### config.mk
export PLATFORM = sky130hd
export DESIGN_NAME = ddot_result_fifo
export DESIGN_NICKNAME = d
export VERILOG_FILES = /design/src/rtl/ddot_result_fifo.sv
export SDC_FILE = /design/constraint.sdc
export NUM_CORES = 1
export LEC_CHECK = 0
export ABC_AREA = 0
export BUFFER_PORTS_ARGS = -buffer_cell sky130_fd_sc_hd__buf_2
export CAP_MARGIN = 20
export CORE_UTILIZATION = 54
export CTS_CLUSTER_DIAMETER = 150
export DETAILED_ROUTE_END_ITERATION = 10
export PLACE_DENSITY_LB_ADDON = 0.15
export SYNTH_ARGS = -nofsm -noshare
export SYNTH_HDL_FRONTEND = slang
export SYNTH_SLANG_ARGS = --single-unit
### constraint.sdc
create_clock -name clk -period 3.3 [get_ports clk]
set_clock_uncertainty 0.15 [all_clocks]
set_input_delay 0.165 -clock clk [delete_from_list [all_inputs] [get_ports clk]]
set_output_delay 0.165 -clock clk [all_outputs]
set_load 0.05 [all_outputs]
### src/rtl/ddot_result_fifo.sv
`default_nettype none
// ----------------------------------------------------------------------------
// ddot_result_fifo : tagged result FIFO for the 4-wide FP dot-product datapath.
// Optional: DDOT_RFIFO_OVF_CNT_EN adds the 16-bit saturating ovf_cnt port.
// Revision: 1.0
// ----------------------------------------------------------------------------
module ddot_result_fifo #(
  parameter int DEPTH = 8,
  parameter int TAG_W = 8
) (
  input  logic                     clk,
  input  logic                     rst,
  input  logic                     in_vld,
  input  logic [31:0]              in_z,
  input  logic                     flush,
  input  logic                     out_ready,
  output logic                     out_valid,
  output logic [31:0]              out_z,
  output logic [TAG_W-1:0]         out_tag,
  output logic [$clog2(DEPTH):0]   fifo_cnt,
  output logic                     full,
  output logic                     empty,
  output logic                     ovf
`ifdef DDOT_RFIFO_OVF_CNT_EN
  ,output logic [15:0]             ovf_cnt
`endif
);

  localparam int AW = $clog2(DEPTH);
  localparam int CW = AW + 1;
  localparam int EW = TAG_W + 32;

  logic [EW-1:0]    mem_q [DEPTH];
  logic [AW-1:0]    wptr_q, wptr_d;
  logic [AW-1:0]    rptr_q, rptr_d;
  logic [CW-1:0]    cnt_q, cnt_d;
  logic [TAG_W-1:0] seq_q, seq_d;
  logic             ovf_q, ovf_d;
`ifdef DDOT_RFIFO_OVF_CNT_EN
  logic [15:0]      ovf_cnt_q, ovf_cnt_d;
`endif

  logic w_full, w_empty, w_pop, w_push, w_drop;

  assign w_full  = (cnt_q == CW'(DEPTH));
  assign w_empty = (cnt_q == '0);
  assign w_pop   = !w_empty && out_ready;
  // A pop frees the head slot in the same edge, so a full FIFO can still accept.
  assign w_push  = in_vld && (!w_full || w_pop);
  assign w_drop  = in_vld && w_full && !w_pop;

  always_comb begin
    wptr_d = wptr_q;
    rptr_d = rptr_q;
    cnt_d  = cnt_q;
    seq_d  = seq_q;
    ovf_d  = ovf_q;
`ifdef DDOT_RFIFO_OVF_CNT_EN
    ovf_cnt_d = ovf_cnt_q;
`endif
    if (in_vld) seq_d = seq_q + TAG_W'(1);
    if (w_push) wptr_d = wptr_q + AW'(1);
    if (w_pop)  rptr_d = rptr_q + AW'(1);
    if (w_push && !w_pop)      cnt_d = cnt_q + CW'(1);
    else if (w_pop && !w_push) cnt_d = cnt_q - CW'(1);
    if (w_drop) begin
      ovf_d = 1'b1;
`ifdef DDOT_RFIFO_OVF_CNT_EN
      if (ovf_cnt_q != 16'hFFFF) ovf_cnt_d = ovf_cnt_q + 16'd1;
`endif
    end
  end

  always_ff @(posedge clk) begin
    if (rst) begin
      wptr_q <= '0;
      rptr_q <= '0;
      cnt_q  <= '0;
      seq_q  <= '0;
      ovf_q  <= 1'b0;
`ifdef DDOT_RFIFO_OVF_CNT_EN
      ovf_cnt_q <= '0;
`endif
      for (int i = 0; i < DEPTH; i++) mem_q[i] <= '0;
    end else if (flush) begin
      wptr_q <= '0;
      rptr_q <= '0;
      cnt_q  <= '0;
      seq_q  <= '0;
      ovf_q  <= 1'b0;
`ifdef DDOT_RFIFO_OVF_CNT_EN
      ovf_cnt_q <= '0;
`endif
    end else begin
      wptr_q <= wptr_d;
      rptr_q <= rptr_d;
      cnt_q  <= cnt_d;
      seq_q  <= seq_d;
      ovf_q  <= ovf_d;
`ifdef DDOT_RFIFO_OVF_CNT_EN
      ovf_cnt_q <= ovf_cnt_d;
`endif
      if (w_push) mem_q[wptr_q] <= {seq_q, in_z};
    end
  end

  assign out_valid = !w_empty;
  assign out_z     = mem_q[rptr_q][31:0];
  assign out_tag   = mem_q[rptr_q][EW-1:32];
  assign fifo_cnt  = cnt_q;
  assign full      = w_full;
  assign empty     = w_empty;
  assign ovf       = ovf_q;
`ifdef DDOT_RFIFO_OVF_CNT_EN
  assign ovf_cnt   = ovf_cnt_q;
`endif

endmodule
`default_nettype wire

Word-level counts from Yosys, hierarchy flattened
Memory sizes are Yosys's and may differ from the RTL's. A register that Yosys moved wholly into a read port is not among the register bits.
Index checks and enable logic that the tools add are counted.
- bits in latches: 0
- bits of input ports: 37
- logic and storage cells: 40
- flip-flop bits (word level): 19
- output and inout port bits: 48
- memories kept: 1
- memory bits (read-only): 0
- bits in writable memories: 320
- memories (memory ; words ; width ; rd ports ; clocked after Yosys merged registers in ; wr ports ; line ; text):
    mem_q ; 8 ; 40 ; 1 ; 1 ; 8 ; 33 ; logic [EW-1:0] mem_q [DEPTH];
- add/subtract/negate cells: 5
- multiplexer cells: 13
- bitwise operators: 0
- div/mod/pow operators: 0
- shift operators: 0
- reductions and logical operators: 15
- multipliers: 0
- eq/ne operators: 1
- magnitude comparators: 0
- operator list (cell ; count):
    40-bit 2-to-1 mux ; 1
    40-bit OR reduction ; 1
    3-bit 2-to-1 mux ; 3
    8-bit by 1-bit adder with 8-bit output, second input constant ; 1
    4-bit 2-to-1 mux ; 2
    1-bit 2-to-1 mux ; 7
    3-bit by 1-bit adder with 3-bit output, second input constant ; 2
    1-bit logical AND ; 6
    4-bit by 1-bit adder with 4-bit output, second input constant ; 1
    4-bit == test, second input constant ; 1
    1-bit logical NOT ; 4
    4-bit logical NOT ; 1
    4-bit by 1-bit subtractor with 4-bit output, second input constant ; 1
    2-bit nonzero test ; 1
    2-bit OR reduction ; 1
    1-bit logical OR ; 1

Depth between registers and ports, before layout
- depth in word-level cells: 11
- mapped depth: 10
- gate-level depth less buffers: 10

Worst setup path after synthesis
OpenSTA, ideal clock, no wires.
- path type: register to register
- start point: register cnt_q[0], in the netlist fifo_cnt[0]
- end point: register cnt_q[3], in the netlist fifo_cnt[3]
- period minus slack after synthesis: 3202 ps
- slack: 98 ps
- path buffers: 1
- cell stages (with the launch flop): 11
- arrival: 2936 ps
- cell sequence: dfxtp_1 > or4_1 > clkbuf_1 > nand2_1 > ha_1 > inv_1 > ha_1 > a21oi_1 > a211o_1 > a211oi_1 > a31o_2
- word-level cells in the longest chain between the ends: 8
- elaborated cells on any way between the ends: 16
- RTL lines (what ; line ; text):
    start: declaration ; 36 ; logic [CW-1:0] cnt_q, cnt_d;
    start signal: assignment ; 97 ; cnt_q <= cnt_d;
    4-bit logical NOT * ; 46 ; assign w_empty = (cnt_q == '0);
    1-bit logical NOT * ; - ;
    net out_valid ; 17 ; output logic out_valid,
    1-bit logical AND * ; 47 ; assign w_pop = !w_empty && out_ready;
    1-bit logical OR ; 49 ; assign w_push = in_vld && (!w_full || w_pop);
    1-bit logical AND ; 49 ;
    1-bit logical NOT ; 65 ; else if (w_pop && !w_push) cnt_d = cnt_q - CW'(1);
    1-bit logical AND ; 65 ;
    2-bit nonzero test (no source line) ; - ;
Mark *: on every way through the listed nets, which the timed path passes. The rest lies on a longest branch. The select of a mux whose other input is x is not followed.
A chain may end at the register's enable or synchronous reset.

==> flow_summary_export.csv <==
group,metric,value,unit
sta,max_slew.worst_pin.slew,0.739,ns
synth,ys_seq_area_share,66.3,%
route,ant_nets,0,
cells_and_area,fin_util,62.8,%
route,drc,0,
sta,slew_viol_final,0,
clock_tree,cts_resized,0,
worst_setup_path,cp.required,2.98,ns
floorplan,die_h,169,um
floorplan,coreArea,0.0273,mm2
worst_setup_path,r2r_end,"fifo_cnt[3]",
worst_setup_path,r2r-start,"fifo_cnt[0]",
power_and_ir_drop,vdd_drop_max,0.000400,V
power_and_ir_drop,leakagePower,5.90,nW
cells_and_area,instances_no_fill,1554,
worst_setup_path,start_kind,"flip-flop",
cells_and_area,seqCellArea,0.0101,mm2
synth,synth_edf_count,320,
synth,synth_top_cell_by_area,"edfxtp_1",
route,vias,8836,
sta,finalSetupViolCount,0,
synth,synthFlopType,"edfxtp_1",
global_routing,grt_pass1_wl,51700,um
global_routing,grt_pass1_vias,8972,
synth,synth_area,0.0151,mm2
flow_run,max-cap-violations,0,
clock_tree,clk_pin_slew,0.06,ns
sta,hold_viol_final,0,
synth,synth-warning-count,0,
power_and_ir_drop,powerDensity,567,mW/mm2
synth,ys_types,40,
clock_tree,clock_latency,0.52,ns
synth,synth-seq-cells,342,
clock_tree,root_buffer,"clkbuf_16",
cells_and_area,antenna_cells,0,
sta,fmax,0.355,GHz
clock_tree,cts_made_buffers,37,
global_routing,antenna_found_initial,1,
placed_design,place.gp.congestion,0.780,
floorplan,ioPinCount,85,
synth,post_synth_main_area_contributors,"edfxtp_1 (63%), mux4_2 (12%), nor2_1 (8.2%)",
status,outcome,"finished, final reports clean",
worst_setup_path,crit_end,"out_tag[3]",
synth,syn_area_per_cell,14.2,um2
clock_tree,clockBufferDepth,3,
route,firstDrtPassIters,5,
placed_design,placedCellCount,1489,
cells_and_area,area_growth,13.1,%
clock_tree,cts_tree,"yes",
floorplan,dieWidth,169,um
placed_design,hpwlAfterDp,19700,um
clock_tree,cts_num_sinks,342,
global_routing,overflow,0,
worst_setup_path,crit_path_max_fanout,19,
cells_and_area,multiInputGateArea,0.00464,mm2
placed_design,dpl_cell_area,0.0160,mm2
sta,setup_tns,0,ns
cells_and_area,design_area,0.0171,mm2
synth,async_reset_ff_share,0,%
clock_tree,htree_num_levels,2,
floorplan,floorplan.rows,60,
route,wl_per_cell,21.5,um
synth,syn-num-nets,1113,
floorplan,start_util,55.6,%
worst_setup_path,r2r_setup_slack,0.53,ns
cells_and_area,fillCellCount,2081,
placed_design,portBuffers,84,
route,viasPerCell,5.69,
route,wl,33400,um
cells_and_area,final_nets,1202,
route,drt_iter0_drc,856,
sta,maxSlewHeadroom,50.7,%
sta,post-route-period-util,85.3,%
global_routing,grt_max_degree,71,
worst_setup_path,worst_setup_path_end_kind,"output pin",
synth,synthCells,1069,
sta,layout_min_cycle_time,2.82,ns
cells_and_area,drive_gt1_share,26.9,%
floorplan,fp.dieArea,0.0287,mm2
worst_setup_path,arrival,2.50,ns
sta,rsz0062_at_grt,"no",
synth,yosys.area.top_type_share,63.4,%
worst_setup_path,reg2reg_depth,9,
worst_setup_path,worst-setup-path-type,"flip-flop to output pin",
sta,whs,0.0336,ns
worst_hold_path,hold_path.class,"input port to flip-flop",
global_routing,grt_use_total,24.2,%
worst min path at each step:
stage,startpoint,endpoint,cells after the start
finish,flush,wptr_q[0],5
global route,in_z[21],mem_q[5][21],4
CTS,flush,wptr_q[0],5
detailed placement,ovf,ovf,2
global placement,rptr_q[1],flip-flop,2
floorplan,out_ready,flip-flop,2
worst max-delay path, cell delays in order, from the launching register on:
cell and delay, ns:
dfxtp_4 0.62, buf_4 0.33, mux4_2 0.52, mux2_2 0.29
buf_2 0.21
sequential cells by signal, summed over array words and instances, names as in the netlist, named ones only:
name,cells
wptr_q,3
seq_q,8
fifo_cnt,4
rptr_q,3
ovf,1
mem_q,320
through the flow:
| stage | setup WS (ns) | total power [mW] |
|---|---|---|
| 6_report | 0.484 | 9.71 |
| 3_3_place_gp | 0.591 | 6.05 |
| 5_1_grt | 0.304 | 9.98 |
| 4_1_cts | 0.411 | 9.77 |
| 2_1_floorplan | 0.0979 | 5.77 |
| 3_5_place_dp | 0.563 | 6.06 |
metal layers:
metal | vias to the layer above | global-route usage, % | wire [um]
li1 | 4029 | - | -
met1 | 4446 | 34.7 | 14300
met2 | 309 | 39.7 | 16400
met3 | 50 | 3.45 | 2120
met4 | 2 | 5.76 | 541
met5 | - | 0 | 14
cell type report:
type | instances | area share (%)
flip-flops and latches | 342 | 58.7
multi-input cells | 647 | 27.1
clock buffers | 47 | 5.87
repair buffers | 126 | 5.06
well taps | 372 | 2.72
clock inverters | 16 | 0.409
inverters | 4 | 0.0877
report_power, final:
part	switching [mW]	leakage [nW]	internal (mW)
logic	0.650	1.88	0.348
clock network	1.61	0.527	2.14
registers	0.0678	3.49	4.90
total	2.32	5.90	7.39
cells in the mapped netlist, drive strengths merged, types with 4 or more instances:
| master | number |
|---|---|
| mux2 | 40 |
| a21oi | 7 |
| nor2b | 33 |
| xor2 | 7 |
| inv | 4 |
| buf | 47 |
| mux4 | 80 |
| ha | 6 |
| nor2 | 339 |
| nand3 | 5 |
| edfxtp | 320 |
| dfxtp | 22 |
| a21o | 8 |
| clkbuf | 29 |
| nand2 | 91 |
cells in the final DEF (no fill, tap or decap), types with 3 or more instances in the layout:
cell	count
nor2_2	10
nor2_1	328
ha_1	6
xor2_1	7
clkbuf_16	39
inv_1	3
buf_2	84
mux2_2	40
xnor2_1	3
buf_4	30
dfxtp_1	19
nand4_1	3
a21oi_1	7
nand3_1	4
clkinv_2	4
clkbuf_1	8
mux4_2	80
buf_12	10
nor2b_1	32
clkinv_1	11
edfxtp_1	320
nand2_1	91
a21o_2	8
cell families (layout without fill, tap and decap cells):
group | Yosys count | in the layout | share of synthesized area, %
simple gates | 486 | 486 | 13.3
flops | 342 | 342 | 66.3
mux | 122 | 122 | 15.0
buf+inv | 80 | 193 | 3.17
compound gates | 22 | 22 | 1.01
xor+xnor | 10 | 10 | 0.578
fa+ha+maj | 7 | 7 | 0.628
what timing repair did:
item | CTS | global route
hold buffers | 2 | 0
hold endpoints to repair | 13 | 0
setup buffers | 0 | 0
Power figures use the tool's default switching activity.
